`config.mk`:
```
export PLATFORM = sky130hd
export DESIGN_NAME = lut_neuron_loader_flat
export DESIGN_NICKNAME = d
export VERILOG_FILES = /design/src/rtl/lut_neuron_loader_if.sv /design/src/rtl/lut_neuron_loader.sv /design/src/flat_wrapper.sv
export SDC_FILE = /design/constraint.sdc
export NUM_CORES = 1
export LEC_CHECK = 0
export ABC_AREA = 0
export CAP_MARGIN = 20
export CORE_AREA = 2 2 134 104
export DETAILED_ROUTE_END_ITERATION = 10
export DIE_AREA = 0 0 136 106
export GPL_TIMING_DRIVEN = 0
export HOLD_SLACK_MARGIN = 0.12
export PLACE_DENSITY = 0.66
export SYNTH_ARGS = -nofsm -noshare
export SYNTH_HDL_FRONTEND = slang
export SYNTH_SLANG_ARGS = --single-unit
```
`constraint.sdc`:
```
create_clock -name clk -period 8.85 [get_ports clk]
set_input_delay 2.655 -clock clk [delete_from_list [all_inputs] [get_ports clk]]
set_output_delay 2.655 -clock clk [all_outputs]
set_load 0.02 [all_outputs]
```
`src/rtl/lut_neuron_loader_if.sv`:
```
// Handshake bundle for lut_neuron_loader.
//   Config side : cfg_start, cfg_valid, cfg_data -> cfg_ready, cfg_done, loaded
//   Lookup side : in_valid, in_data -> in_ready
//   Result side : out_ready -> out_valid, out_data
// The master modport drives requests (bus/fabric side); the slave modport is
// the neuron itself.
interface lut_neuron_loader_if #(
  parameter int IN_W  = 6,
  parameter int OUT_W = 2,
  parameter int CFG_W = 8
);
  logic             cfg_start;
  logic             cfg_valid;
  logic [CFG_W-1:0] cfg_data;
  logic             cfg_ready;
  logic             cfg_done;
  logic             loaded;
  logic             in_valid;
  logic             in_ready;
  logic [IN_W-1:0]  in_data;
  logic             out_valid;
  logic             out_ready;
  logic [OUT_W-1:0] out_data;

  modport master (
    output cfg_start, cfg_valid, cfg_data, in_valid, in_data, out_ready,
    input  cfg_ready, cfg_done, loaded, in_ready, out_valid, out_data
  );

  modport slave (
    input  cfg_start, cfg_valid, cfg_data, in_valid, in_data, out_ready,
    output cfg_ready, cfg_done, loaded, in_ready, out_valid, out_data
  );
endinterface

```
`src/rtl/lut_neuron_loader.sv`:
```
// Runtime-programmable truth-table neuron. A config stream fills a
// 2^IN_W x OUT_W flop table (EPW entries per CFG_W word, NWORDS words per
// load); a valid/ready lookup port then returns table[in_data] one cycle
// after acceptance through a single output register.
// Ports:
//   clk  - rising-edge clock
//   rst  - asynchronous active-high reset (clears table and all control)
//   bus  - lut_neuron_loader_if.slave: config, lookup and result handshakes
module lut_neuron_loader #(
  parameter int IN_W  = 6,
  parameter int OUT_W = 2,
  parameter int CFG_W = 8
) (
  input logic                clk,
  input logic                rst,
  lut_neuron_loader_if.slave bus
);

  localparam int DEPTH  = 1 << IN_W;
  localparam int EPW    = CFG_W / OUT_W;
  localparam int NWORDS = DEPTH * OUT_W / CFG_W;
  localparam int WC_W   = (NWORDS > 1) ? $clog2(NWORDS) : 1;

  typedef enum logic [1:0] {S_EMPTY, S_LOAD, S_READY} state_t;

  state_t            state_q, state_d;
  logic [WC_W-1:0]   wc_q, wc_d;
  logic              cfg_done_q, cfg_done_d;
  logic              out_valid_q, out_valid_d;
  logic [OUT_W-1:0]  out_data_q, out_data_d;
  logic [OUT_W-1:0]  table_q [DEPTH];

  logic              wr_en;
  logic              in_acc;
  logic              cfg_ready_w;
  logic              in_ready_w;
  logic [IN_W-1:0]   wr_base;

  assign cfg_ready_w = (state_q == S_LOAD);
  // Single output register: a new lookup fits when it is empty or draining.
  assign in_ready_w  = (state_q == S_READY) && (!out_valid_q || bus.out_ready);
  assign in_acc      = bus.in_valid && in_ready_w;
  assign wr_base     = IN_W'(int'(wc_q) * EPW);

  always_comb begin
    state_d    = state_q;
    wc_d       = wc_q;
    cfg_done_d = 1'b0;
    wr_en      = 1'b0;
    case (state_q)
      S_EMPTY: begin
        if (bus.cfg_start) begin
          state_d = S_LOAD;
          wc_d    = '0;
        end
      end
      S_LOAD: begin
        // A restart outranks a word presented in the same cycle; that word
        // is dropped even though cfg_ready is high.
        if (bus.cfg_start) begin
          wc_d = '0;
        end else if (bus.cfg_valid) begin
          wr_en = 1'b1;
          if (wc_q == WC_W'(NWORDS - 1)) begin
            state_d    = S_READY;
            wc_d       = '0;
            cfg_done_d = 1'b1;
          end else begin
            wc_d = wc_q + WC_W'(1);
          end
        end
      end
      S_READY: begin
        if (bus.cfg_start) begin
          state_d = S_LOAD;
          wc_d    = '0;
        end
      end
      default: begin
        state_d = S_EMPTY;
        wc_d    = '0;
      end
    endcase
  end

  always_comb begin
    out_valid_d = out_valid_q;
    out_data_d  = out_data_q;
    if (in_acc) begin
      out_valid_d = 1'b1;
      out_data_d  = table_q[bus.in_data];
    end else if (bus.out_ready) begin
      out_valid_d = 1'b0;
    end
  end

  always_ff @(posedge clk or posedge rst) begin
    if (rst) begin
      state_q     <= S_EMPTY;
      wc_q        <= '0;
      cfg_done_q  <= 1'b0;
      out_valid_q <= 1'b0;
      out_data_q  <= '0;
    end else begin
      state_q     <= state_d;
      wc_q        <= wc_d;
      cfg_done_q  <= cfg_done_d;
      out_valid_q <= out_valid_d;
      out_data_q  <= out_data_d;
    end
  end

  // Table is only ever cleared by reset; reloads overwrite in place.
  always_ff @(posedge clk or posedge rst) begin
    if (rst) begin
      for (int i = 0; i < DEPTH; i++) table_q[i] <= '0;
    end else if (wr_en) begin
      for (int j = 0; j < EPW; j++)
        table_q[wr_base + IN_W'(j)] <= bus.cfg_data[OUT_W*j +: OUT_W];
    end
  end

  assign bus.cfg_ready = cfg_ready_w;
  assign bus.cfg_done  = cfg_done_q;
  assign bus.loaded    = (state_q == S_READY);
  assign bus.in_ready  = in_ready_w;
  assign bus.out_valid = out_valid_q;
  assign bus.out_data  = out_data_q;

endmodule

```
`src/flat_wrapper.sv`:
```
// flat-port wrapper written by rule: the top's interface ports become plain ports
module lut_neuron_loader_flat 
#(
  parameter int IN_W  = 6,
  parameter int OUT_W = 2,
  parameter int CFG_W = 8
)
  (clk, rst, bus_cfg_start, bus_cfg_valid, bus_cfg_data, bus_in_valid, bus_in_data, bus_out_ready, bus_cfg_ready, bus_cfg_done, bus_loaded, bus_in_ready, bus_out_valid, bus_out_data);
  lut_neuron_loader_if #(.IN_W(IN_W), .OUT_W(OUT_W), .CFG_W(CFG_W)) bus_i ();
  input logic clk;
  input logic rst;
  input wire logic [$bits(bus_i.cfg_start)-1:0] bus_cfg_start;
  input wire logic [$bits(bus_i.cfg_valid)-1:0] bus_cfg_valid;
  input wire logic [$bits(bus_i.cfg_data)-1:0] bus_cfg_data;
  input wire logic [$bits(bus_i.in_valid)-1:0] bus_in_valid;
  input wire logic [$bits(bus_i.in_data)-1:0] bus_in_data;
  input wire logic [$bits(bus_i.out_ready)-1:0] bus_out_ready;
  output wire logic [$bits(bus_i.cfg_ready)-1:0] bus_cfg_ready;
  output wire logic [$bits(bus_i.cfg_done)-1:0] bus_cfg_done;
  output wire logic [$bits(bus_i.loaded)-1:0] bus_loaded;
  output wire logic [$bits(bus_i.in_ready)-1:0] bus_in_ready;
  output wire logic [$bits(bus_i.out_valid)-1:0] bus_out_valid;
  output wire logic [$bits(bus_i.out_data)-1:0] bus_out_data;
  assign bus_i.cfg_start = bus_cfg_start;
  assign bus_i.cfg_valid = bus_cfg_valid;
  assign bus_i.cfg_data = bus_cfg_data;
  assign bus_i.in_valid = bus_in_valid;
  assign bus_i.in_data = bus_in_data;
  assign bus_i.out_ready = bus_out_ready;
  assign bus_cfg_ready = bus_i.cfg_ready;
  assign bus_cfg_done = bus_i.cfg_done;
  assign bus_loaded = bus_i.loaded;
  assign bus_in_ready = bus_i.in_ready;
  assign bus_out_valid = bus_i.out_valid;
  assign bus_out_data = bus_i.out_data;
  lut_neuron_loader #(.IN_W(IN_W), .OUT_W(OUT_W), .CFG_W(CFG_W)) u_core (.clk(clk), .rst(rst), .bus(bus_i));
endmodule
```
==> results of run 1 <==
worst max-delay path: stages:
cell and delay (ps):
clkdlybuf4s50_1 460, nor2b_1 60, nor2_1 100, clkdlybuf4s50_1 610
logic make-up (layout without fill, tap and decap cells):
| kind of cell | after synthesis | after routing | share of synthesized area [%] |
|---|---|---|---|
| muxes | 166 | 166 | 34.1 |
| DFF | 138 | 138 | 53.9 |
| and+or+nand+nor | 72 | 72 | 5.97 |
| buffers and inverters | 33 | 88 | 2.09 |
| AOI/OAI and AO/OA | 29 | 29 | 3.05 |
| adders and majority gates | 4 | 4 | 0.781 |
| xor gates and xnor gates | 1 | 1 | 0.137 |
cell usage in the layout (no fill, tap or decap), types with 5 or more instances in the layout:
cell / n
buf_2: 5
clkbuf_1: 21
o21ai_0: 5
clkdlybuf4s50_1: 23
clkbuf_16: 17
mux2_2: 5
mux4_2: 28
nand2_1: 15
clkbuf_8: 5
a211oi_1: 6
dfrtp_1: 138
nor2_1: 10
nand2b_1: 6
nand3_1: 11
inv_1: 5
mux2_1: 133
nor2b_1: 14
state kept, by name, summed over array words and instances, names as in the netlist:
signal,flops
u_core.table_q,128
u_core.wc_q,4
u_core.bus.out_data,2
u_core.state_q,2
u_core.bus.cfg_done,1
u_core.bus.out_valid,1
through the flow:
| step | setup WS (ps) | area, um2 |
|---|---|---|
| 2_1_floorplan | 2500 | 6410 |
| 3_3_place_gp | 685 | 6860 |
| 3_5_place_dp | 2300 | 6900 |
| 4_1_cts | 2300 | 7490 |
| 5_1_grt | 2190 | 7490 |
| 6_report | 2310 | 7490 |
worst max path at each step:
stage,cells after the start,start,to
2_1_floorplan,1,rst,u_core.bus.cfg_done$_DFF_PP0_
3_3_place_gp,2,rst,u_core.table_q[92]$_DFFE_PP0P_
3_5_place_dp,4,bus_out_ready,bus_in_ready
4_1_cts,4,bus_out_ready,bus_in_ready
5_1_grt,4,bus_out_ready,bus_in_ready
6_report,4,bus_out_ready,bus_in_ready
power by group:
group          internal, mW  switching (mW)  total, mW
combinational        0.0772          0.0732      0.150
sequential            0.688          0.0299      0.718
clock                 0.448           0.258      0.706
final cells by class:
cell class / instances / area [um2]
timing repair buffer: 25 / 269
sequential: 138 / 3450
inverter: 6 / 27.5
clock inverter: 7 / 90.1
tap: 175 / 219
buffer: 27 / 111
clock buffer: 23 / 498
multi-input combinational: 272 / 2820
fill: 1082 / 5750
metal layers:
layer	track usage [%]	routed length (um)	vias to the layer above
met5	0	0	-
met4	7.44	252	0
met2	33.9	6800	62
met1	31.2	7050	2105
li1	-	-	1716
met3	5.25	448	15
==> flow_summary.yaml, run 1 <==
run_status:
  outcome: "finished clean"
floorplanning:
  die_h_um: 106
  fp.dieW_um: 136
  die_area_um2: 14400
  rows: 37
  start_util_pct: 48.4
  pin_count: 27
  coreArea_um2: 13200
synth:
  yosys_register_bits: 138
  avgSynthCellArea_um2: 14.5
  synth_top_area_share_pct: 53.9
  synthTopCellsByCount: "dfrtp_1, mux2_1, mux4_2, clkbuf_1, nand2_1"
  synth_area_leaders: "dfrtp_1, mux2_1, mux4_2"
  yosysMostFrequentCell: "dfrtp_1"
  synthFlopType: "dfrtp_1"
  netlist_area_um2: 6410
  synth_top_cell_by_area: "dfrtp_1"
  seq_area_frac_synth_pct: 53.9
  ys_types: 35
  synth_cells: 443
  ys_async_sr_fraction_pct: 100
  ys_warn_count: 0
  synth_fp_nets: 467
  synth_edf_count: 0
cts:
  cts_resized: 0
  root_buffer: "clkbuf_16"
  cts_max_path_buffers: 2
  clock-sinks: 138
  htree_levels: 4
  cts_tree: "done"
  numCtsBuffers: 17
  hold_buffers: 0
  worst_skew_pair.late_latency_ps: 410
  clk_pin_slew_ps: 60
  cts_setup_buffers: 0
layout:
  n_antenna_cell: 0
  fin_nets: 511
  layoutNonFillerInstCount: 673
  syn_to_final_growth_pct: 16.9
  post-route-util_pct: 56.6
  drive_above_1_share_pct: 14.7
pwr:
  fin_total_pwr_mw: 1.57
  leakagePower_nw: 3.60
  vdd_drop_max_v: 0.000125
  p_per_area_nw_per_um2: 210
route:
  vias: 3898
  totalWireLength_mm: 14.6
  drc_errors: 0
  vias_per_cell: 5.79
  ant_nets: 0
  drtIter0Drc: 308
  drt_pass1_iterations: 4
  wire_per_inst_um: 21.6
timing:
  fmax_mhz: 153
  setup-tns-final_ps: 0
  slew_viol_final: 0
  holdWs_ps: 483
  hold_viol: 0
  slew_headroom_pct: 48.8
  setup_violations: 0
  worstMarginPinSlew_ps: 766
  rsz0062_at_grt: "false"
  finalCriticalPeriod_ps: 6540
  skew_ps: 16.1
  period_share_pct: 73.9
worst_hold_path:
  min_path_cells: 1
  hp-class: "reg -> reg"
  min_to: "u_core.table_q[125]$_DFFE_PP0P_"
  worstHoldStart: "u_core.table_q[125]$_DFFE_PP0P_"
critical_path:
  reg2reg_to: "u_core.table_q[9]$_DFFE_PP0P_"
  crit_path_start_kind: "primary input"
  crit_type: "in -> out"
  r2r_cells: 6
  worstPathMaxFanout: 3
  cp.required_ps: 6200
  arrival_ps: 3880
  r2r_slack_ps: 6410
  end_kind: "output port"
  regToRegStartpoint: "u_core.state_q[1]$_DFFE_PP0P_"
global_route:
  grt_pass1_vias: 4262
  grt.overflow.total: 0
  track_usage_pct: 22.1
  antenna_found_initial: 0
  grt_max_degree: 103
  grt_pass1_wl_mm: 23.6
placement:
  gp_congestion: 0.873
  numPortBuffers: 23
  dp_hpwl_mm: 9.81
  place_inst: 643
job:
  maxCapViolations: 0
(Power assumes the default switching activity.)
==> inputs of run 2 (changes only) <==
Settings changed: PLACE_DENSITY 0.66 to 0.68.
Clock period 8.85 ns to 5.7 ns, I/O delays scaled along.
==> run 2 against run 1 <==
Design area grew 0.13%; register-to-register slack lost 3200 ps; die area is the same; wire length shrank 5.0%; critical endpoint unchanged; via count shrank 2.8%; utilization grew 0.076 points; clock-buffer cell count grew 3; setup slack lost 1200 ps; largest power group unchanged; clock power grew 59%.
==> flow_summary.yaml, run 2 (synthesis results as in run 1) <==
run_status:
  outcome: "finished clean"
global_route:
  track_usage_pct: 21.2
  grt_max_degree: 78
  grt.overflow.total: 0
  antenna_found_initial: 0
  grt_pass1_wl_mm: 22.2
  grt_pass1_vias: 3946
placement:
  gp_congestion: 0.820
  place_inst: 642
  numPortBuffers: 23
  dpl_cell_area_um2: 6890
  dp_hpwl_mm: 9.61
critical_path:
  worstPathMaxFanout: 3
  reg2reg_to: "u_core.table_q[9]$_DFFE_PP0P_"
  cp.required_ps: 3990
  r2r_slack_ps: 3260
  crit_path_start_kind: "primary input"
  end_kind: "output port"
  r2r_cells: 6
  arrival_ps: 2910
  crit_type: "in -> out"
  regToRegStartpoint: "u_core.state_q[1]$_DFFE_PP0P_"
timing:
  rsz0062_at_grt: "false"
  fmax_mhz: 216
  hold_viol: 0
  setup_violations: 0
  slew_viol_final: 0
  worstMarginPinSlew_ps: 907
  skew_ps: 8.11
  slew_headroom_pct: 39.2
  finalCriticalPeriod_ps: 4620
  period_share_pct: 81.0
cts:
  clock-sinks: 138
  numCtsBuffers: 17
  root_buffer: "clkbuf_16"
  cts_tree: "done"
  cts_resized: 0
  cts_max_path_buffers: 2
  htree_levels: 4
  clk_pin_slew_ps: 60
  hold_buffers: 0
  worst_skew_pair.late_latency_ps: 410
  cts_setup_buffers: 0
route:
  totalWireLength_mm: 13.8
  ant_nets: 0
  vias_per_cell: 5.62
  drc_errors: 0
  drt_pass1_iterations: 4
  vias: 3788
  wire_per_inst_um: 20.5
  drtIter0Drc: 250
worst_hold_path:
  hp-class: "reg -> reg"
  min_to: "u_core.table_q[61]$_DFFE_PP0P_"
  worstHoldStart: "u_core.table_q[61]$_DFFE_PP0P_"
  min_path_cells: 1
layout:
  largest_reg_flops: 128
  fin_nets: 510
  top_regs: "u_core.table_q x128, u_core.wc_q x4"
  mostFrequentLayoutCells: "dfrtp_1, mux2_1, mux4_2, clkbuf_1, clkdlybuf4s50_1"
  drive_above_1_share_pct: 14.0
  largest-register: "u_core.table_q"
  n_antenna_cell: 0
  fin_area_um2: 7500
  final_common_cell: "dfrtp_1"
  layoutNonFillerInstCount: 674
  syn_to_final_growth_pct: 17.0
floorplanning:
  start_util_pct: 48.4
  die_h_um: 106
  fp.dieW_um: 136
  pin_count: 27
  rows: 37
  die_area_um2: 14400
  coreArea_um2: 13200
job:
  maxCapViolations: 0
pwr:
  leakagePower_nw: 3.60
  p_per_area_nw_per_um2: 329
  vdd_drop_max_v: 0.000198
## run 2: cell count changes in the layout (fill, tap and decap cells not counted)
cell       before  now
clkbuf_1       21   25
clkinv_2        3    1
buf_6           1    0
bufinv_16       2    3
clkbuf_8        5    4
## run 2: final cells by class
cell class	count	area, um2
repair buffers	24	258
flip-flops and latches	138	3450
inverters	6	27.5
multi-input cells	272	2820
well taps	175	219
plain buffers	27	111
fillers	1062	5740
clock buffers	26	499
clock inverters	6	110
## run 2: how the worst max path moves through the flow
| stage | from | endpoint | slack [ps] | cells past startpoint |
|---|---|---|---|---|
| 2_1_floorplan | rst | u_core.bus.cfg_done$_DFF_PP0_ | 290 | 1 |
| 3_3_place_gp | rst | u_core.table_q[55]$_DFFE_PP0P_ | -1460 | 2 |
| 3_5_place_dp | bus_out_ready | bus_in_ready | 1090 | 4 |
| 4_1_cts | bus_out_ready | bus_in_ready | 1070 | 4 |
| 5_1_grt | bus_out_ready | bus_in_ready | 1040 | 4 |
| 6_report | bus_out_ready | bus_in_ready | 1080 | 4 |
## run 2: routing by layer
metal / vias up / GRT usage (%) / wire, um
met2: 80 / 31.9 / 6500
li1: 1720 / - / -
met5: - / 0 / 0
met4: 0 / 4.99 / 91
met1: 1980 / 30.6 / 6530
met3: 8 / 6.06 / 705
## run 2: per-stage QoR
stage / hold WS [ps] / power, mW / setup slack [ps] / setup TNS (ps) / util (%)
final: 485 / 2.47 / 1080 / 0 / 56.6
after global routing: 496 / 2.57 / 1040 / 0 / 56.6
after CTS: 486 / 2.49 / 1070 / 0 / 56.6
after detailed placement: 474 / 1.37 / 1090 / 0 / 52.0
after global placement: 461 / 1.34 / -1460 / -199930 / 51.8
after floorplan: 453 / 1.28 / 294 / 0 / -
## run 2: critical path: stages
cell,delay [ps]
clkdlybuf4s50_1,460
nor2b_1,60
nor2_1,80
clkdlybuf4s50_1,600
## run 2: where the power goes
part	leakage (nW)	total, mW	switching [mW]	internal, mW
sequential	1.87	1.12	0.0485	1.07
combinational	1.44	0.229	0.110	0.120
clock	0.291	1.12	0.389	0.735
total	3.60	2.47	0.547	1.92
==> inputs of run 3 (changes only) <==
Clock period 5.7 ns to 3.95 ns, I/O delays scaled along.
==> run 3 against run 2 <==
Sequential share of layout area rose by 0.34 points; die area did not move; clock power rose by 29%; combinational power rose by 45%; register-to-register slack got worse by 1800 ps; design area fell by 0.73%; global-route usage rose by 0.45 points; via count rose by 2.2%; critical path depth rose by 4; utilization fell by 0.42 points; final cell count fell by 0.45%; wire length rose by 0.88%; highest routed layer unchanged.
==> flow_summary.yaml, run 3 (synthesis results as in run 1) <==
run_status:
  outcome: "finished clean"
route:
  drc_errors: 0
  drt_pass1_iterations: 4
  ant_nets: 0
  vias: 3872
  vias_per_cell: 5.77
  wire_per_inst_um: 20.8
  totalWireLength_mm: 13.9
  drtIter0Drc: 163
critical_path:
  arrival_ps: 3950
  end_kind: "flop"
  crit_path_start_kind: "primary input"
  crit_type: "in -> reg"
  cp.required_ps: 4240
  worstPathMaxFanout: 10
layout:
  final_common_cell: "dfrtp_1"
  fillerInstances: 1102
  mostFrequentLayoutCells: "dfrtp_1, mux2_1, mux4_2, clkbuf_1, clkdlybuf4s50_1"
  layoutNonFillerInstCount: 671
  largest_reg_flops: 128
  syn_to_final_growth_pct: 16.2
  multi_input_area_um2: 2820
  register_area_um2: 3450
  top_regs: "u_core.table_q x128, u_core.wc_q x4"
  fin_area_um2: 7440
  drive_above_1_share_pct: 13.9
  fin_nets: 512
  n_antenna_cell: 0
  largest-register: "u_core.table_q"
global_route:
  grt_max_degree: 44
  track_usage_pct: 21.6
  grt_pass1_vias: 4186
  grt_pass1_wl_mm: 22.9
  antenna_found_initial: 0
  grt.overflow.total: 0
timing:
  rsz0062_at_grt: "false"
  holdWs_ps: 481
  period_share_pct: 92.8
  fmax_mhz: 273
  slew_headroom_pct: 38.9
  hold_viol: 0
  setup_ws_ps: 283
  finalCriticalPeriod_ps: 3670
  worstMarginPinSlew_ps: 911
  skew_ps: 6.33
  setup_violations: 0
  slew_viol_final: 0
cts:
  numCtsBuffers: 17
  cts_max_path_buffers: 2
  hold_buffers: 0
  htree_levels: 4
  cts_tree: "done"
  root_buffer: "clkbuf_16"
  cts_setup_buffers: 0
  worst_skew_pair.late_latency_ps: 420
  clock-sinks: 138
  clk_pin_slew_ps: 60
  cts_resized: 0
pwr:
  p_clk_share_pct: 42.6
  p_sw_share_pct: 22.8
  seqPwrFrac_pct: 47.5
  p_per_area_nw_per_um2: 454
  p_int_mw: 2.61
  switching_power_uw: 771
  leakagePower_nw: 3.58
  power_frac_comb_pct: 9.9
  vdd_drop_max_v: 0.000305
placement:
  gp_congestion: 0.869
  dpl_cell_area_um2: 6920
  numPortBuffers: 23
  dp_hpwl_mm: 9.74
  pre_cts_ws_ps: -100
  place_inst: 644
floorplanning:
  die_area_um2: 14400
  fp.dieW_um: 136
  die_h_um: 106
  pin_count: 27
  coreArea_um2: 13200
  rows: 37
  start_util_pct: 48.4
job:
  maxCapViolations: 0
worst_hold_path:
  hp-class: "reg -> reg"
[run 3: cell types whose count changed in the layout (fill, tap and decap cells not counted)]
cell,before,now
bufinv_16,3,1
clkinvlp_4,2,1
inv_6,1,0
clkbuf_1,25,23
clkinv_2,1,3
clkbuf_8,4,3
buf_16,1,0
buf_12,0,3
[run 3: cell type report]
class | count | area share (%)
buffer | 27 | 1.50
clock buffer | 23 | 6.42
clock inverter | 4 | 0.605
inverter | 6 | 0.353
multi-input combinational | 272 | 37.9
sequential | 138 | 46.4
tap | 175 | 2.94
timing repair buffer | 26 | 3.90
[run 3: critical path, cell delays in order]
cell and delay [ps]:
clkdlybuf4s50_1 530, buf_2 340, clkbuf_1 520, mux4_2 400, a22oi_1 190, nand3_1 170, a2111oi_0 510, nor2_1 100
[run 3: through the flow]
stage          TNS (ps)  utilization (%)  total power, mW
5_1_grt               0             56.2             3.52
3_3_place_gp     -14200             51.8             1.94
2_1_floorplan         0                -             1.85
3_5_place_dp       -200             52.3             1.97
4_1_cts               0             56.2             3.42
6_report              0             56.2             3.38
[run 3: metal layers]
metal / global-route usage, % / wire length (um) / vias to the layer above
li1: - / - / 1720
met4: 7.29 / 227 / 0
met3: 5.01 / 517 / 17
met2: 33.5 / 6540 / 78
met1: 30.3 / 6660 / 2057
met5: 0 / 0 / -
[run 3: final timing paths]
check | slack, ps | depth (start not counted) | from | to
max in group asynchronous | 1880 | 4 | rst | u_core.table_q[85]$_DFFE_PP0P_
worst min-delay path | 480 | 1 | u_core.table_q[65]$_DFFE_PP0P_ | u_core.table_q[65]$_DFFE_PP0P_
min in group asynchronous | 1230 | 2 | rst | u_core.table_q[96]$_DFFE_PP0P_
worst max register to register | 1410 | 6 | u_core.state_q[1]$_DFFE_PP0P_ | u_core.table_q[11]$_DFFE_PP0P_
worst max-delay path | 280 | 8 | bus_in_data[2] | u_core.bus.out_data[1]$_DFFE_PP0P_
worst min register to register | 480 | 1 | u_core.table_q[65]$_DFFE_PP0P_ | u_core.table_q[65]$_DFFE_PP0P_
[run 3: power by group through the flow]
stage               Combinational, mW  Clock, mW  Sequential, mW
finish                          0.333       1.44            1.61
global route                    0.369       1.53            1.62
CTS                             0.339       1.47            1.61
detailed placement              0.337          0            1.63
global placement                0.317          0            1.62
floorplan                       0.236          0            1.61
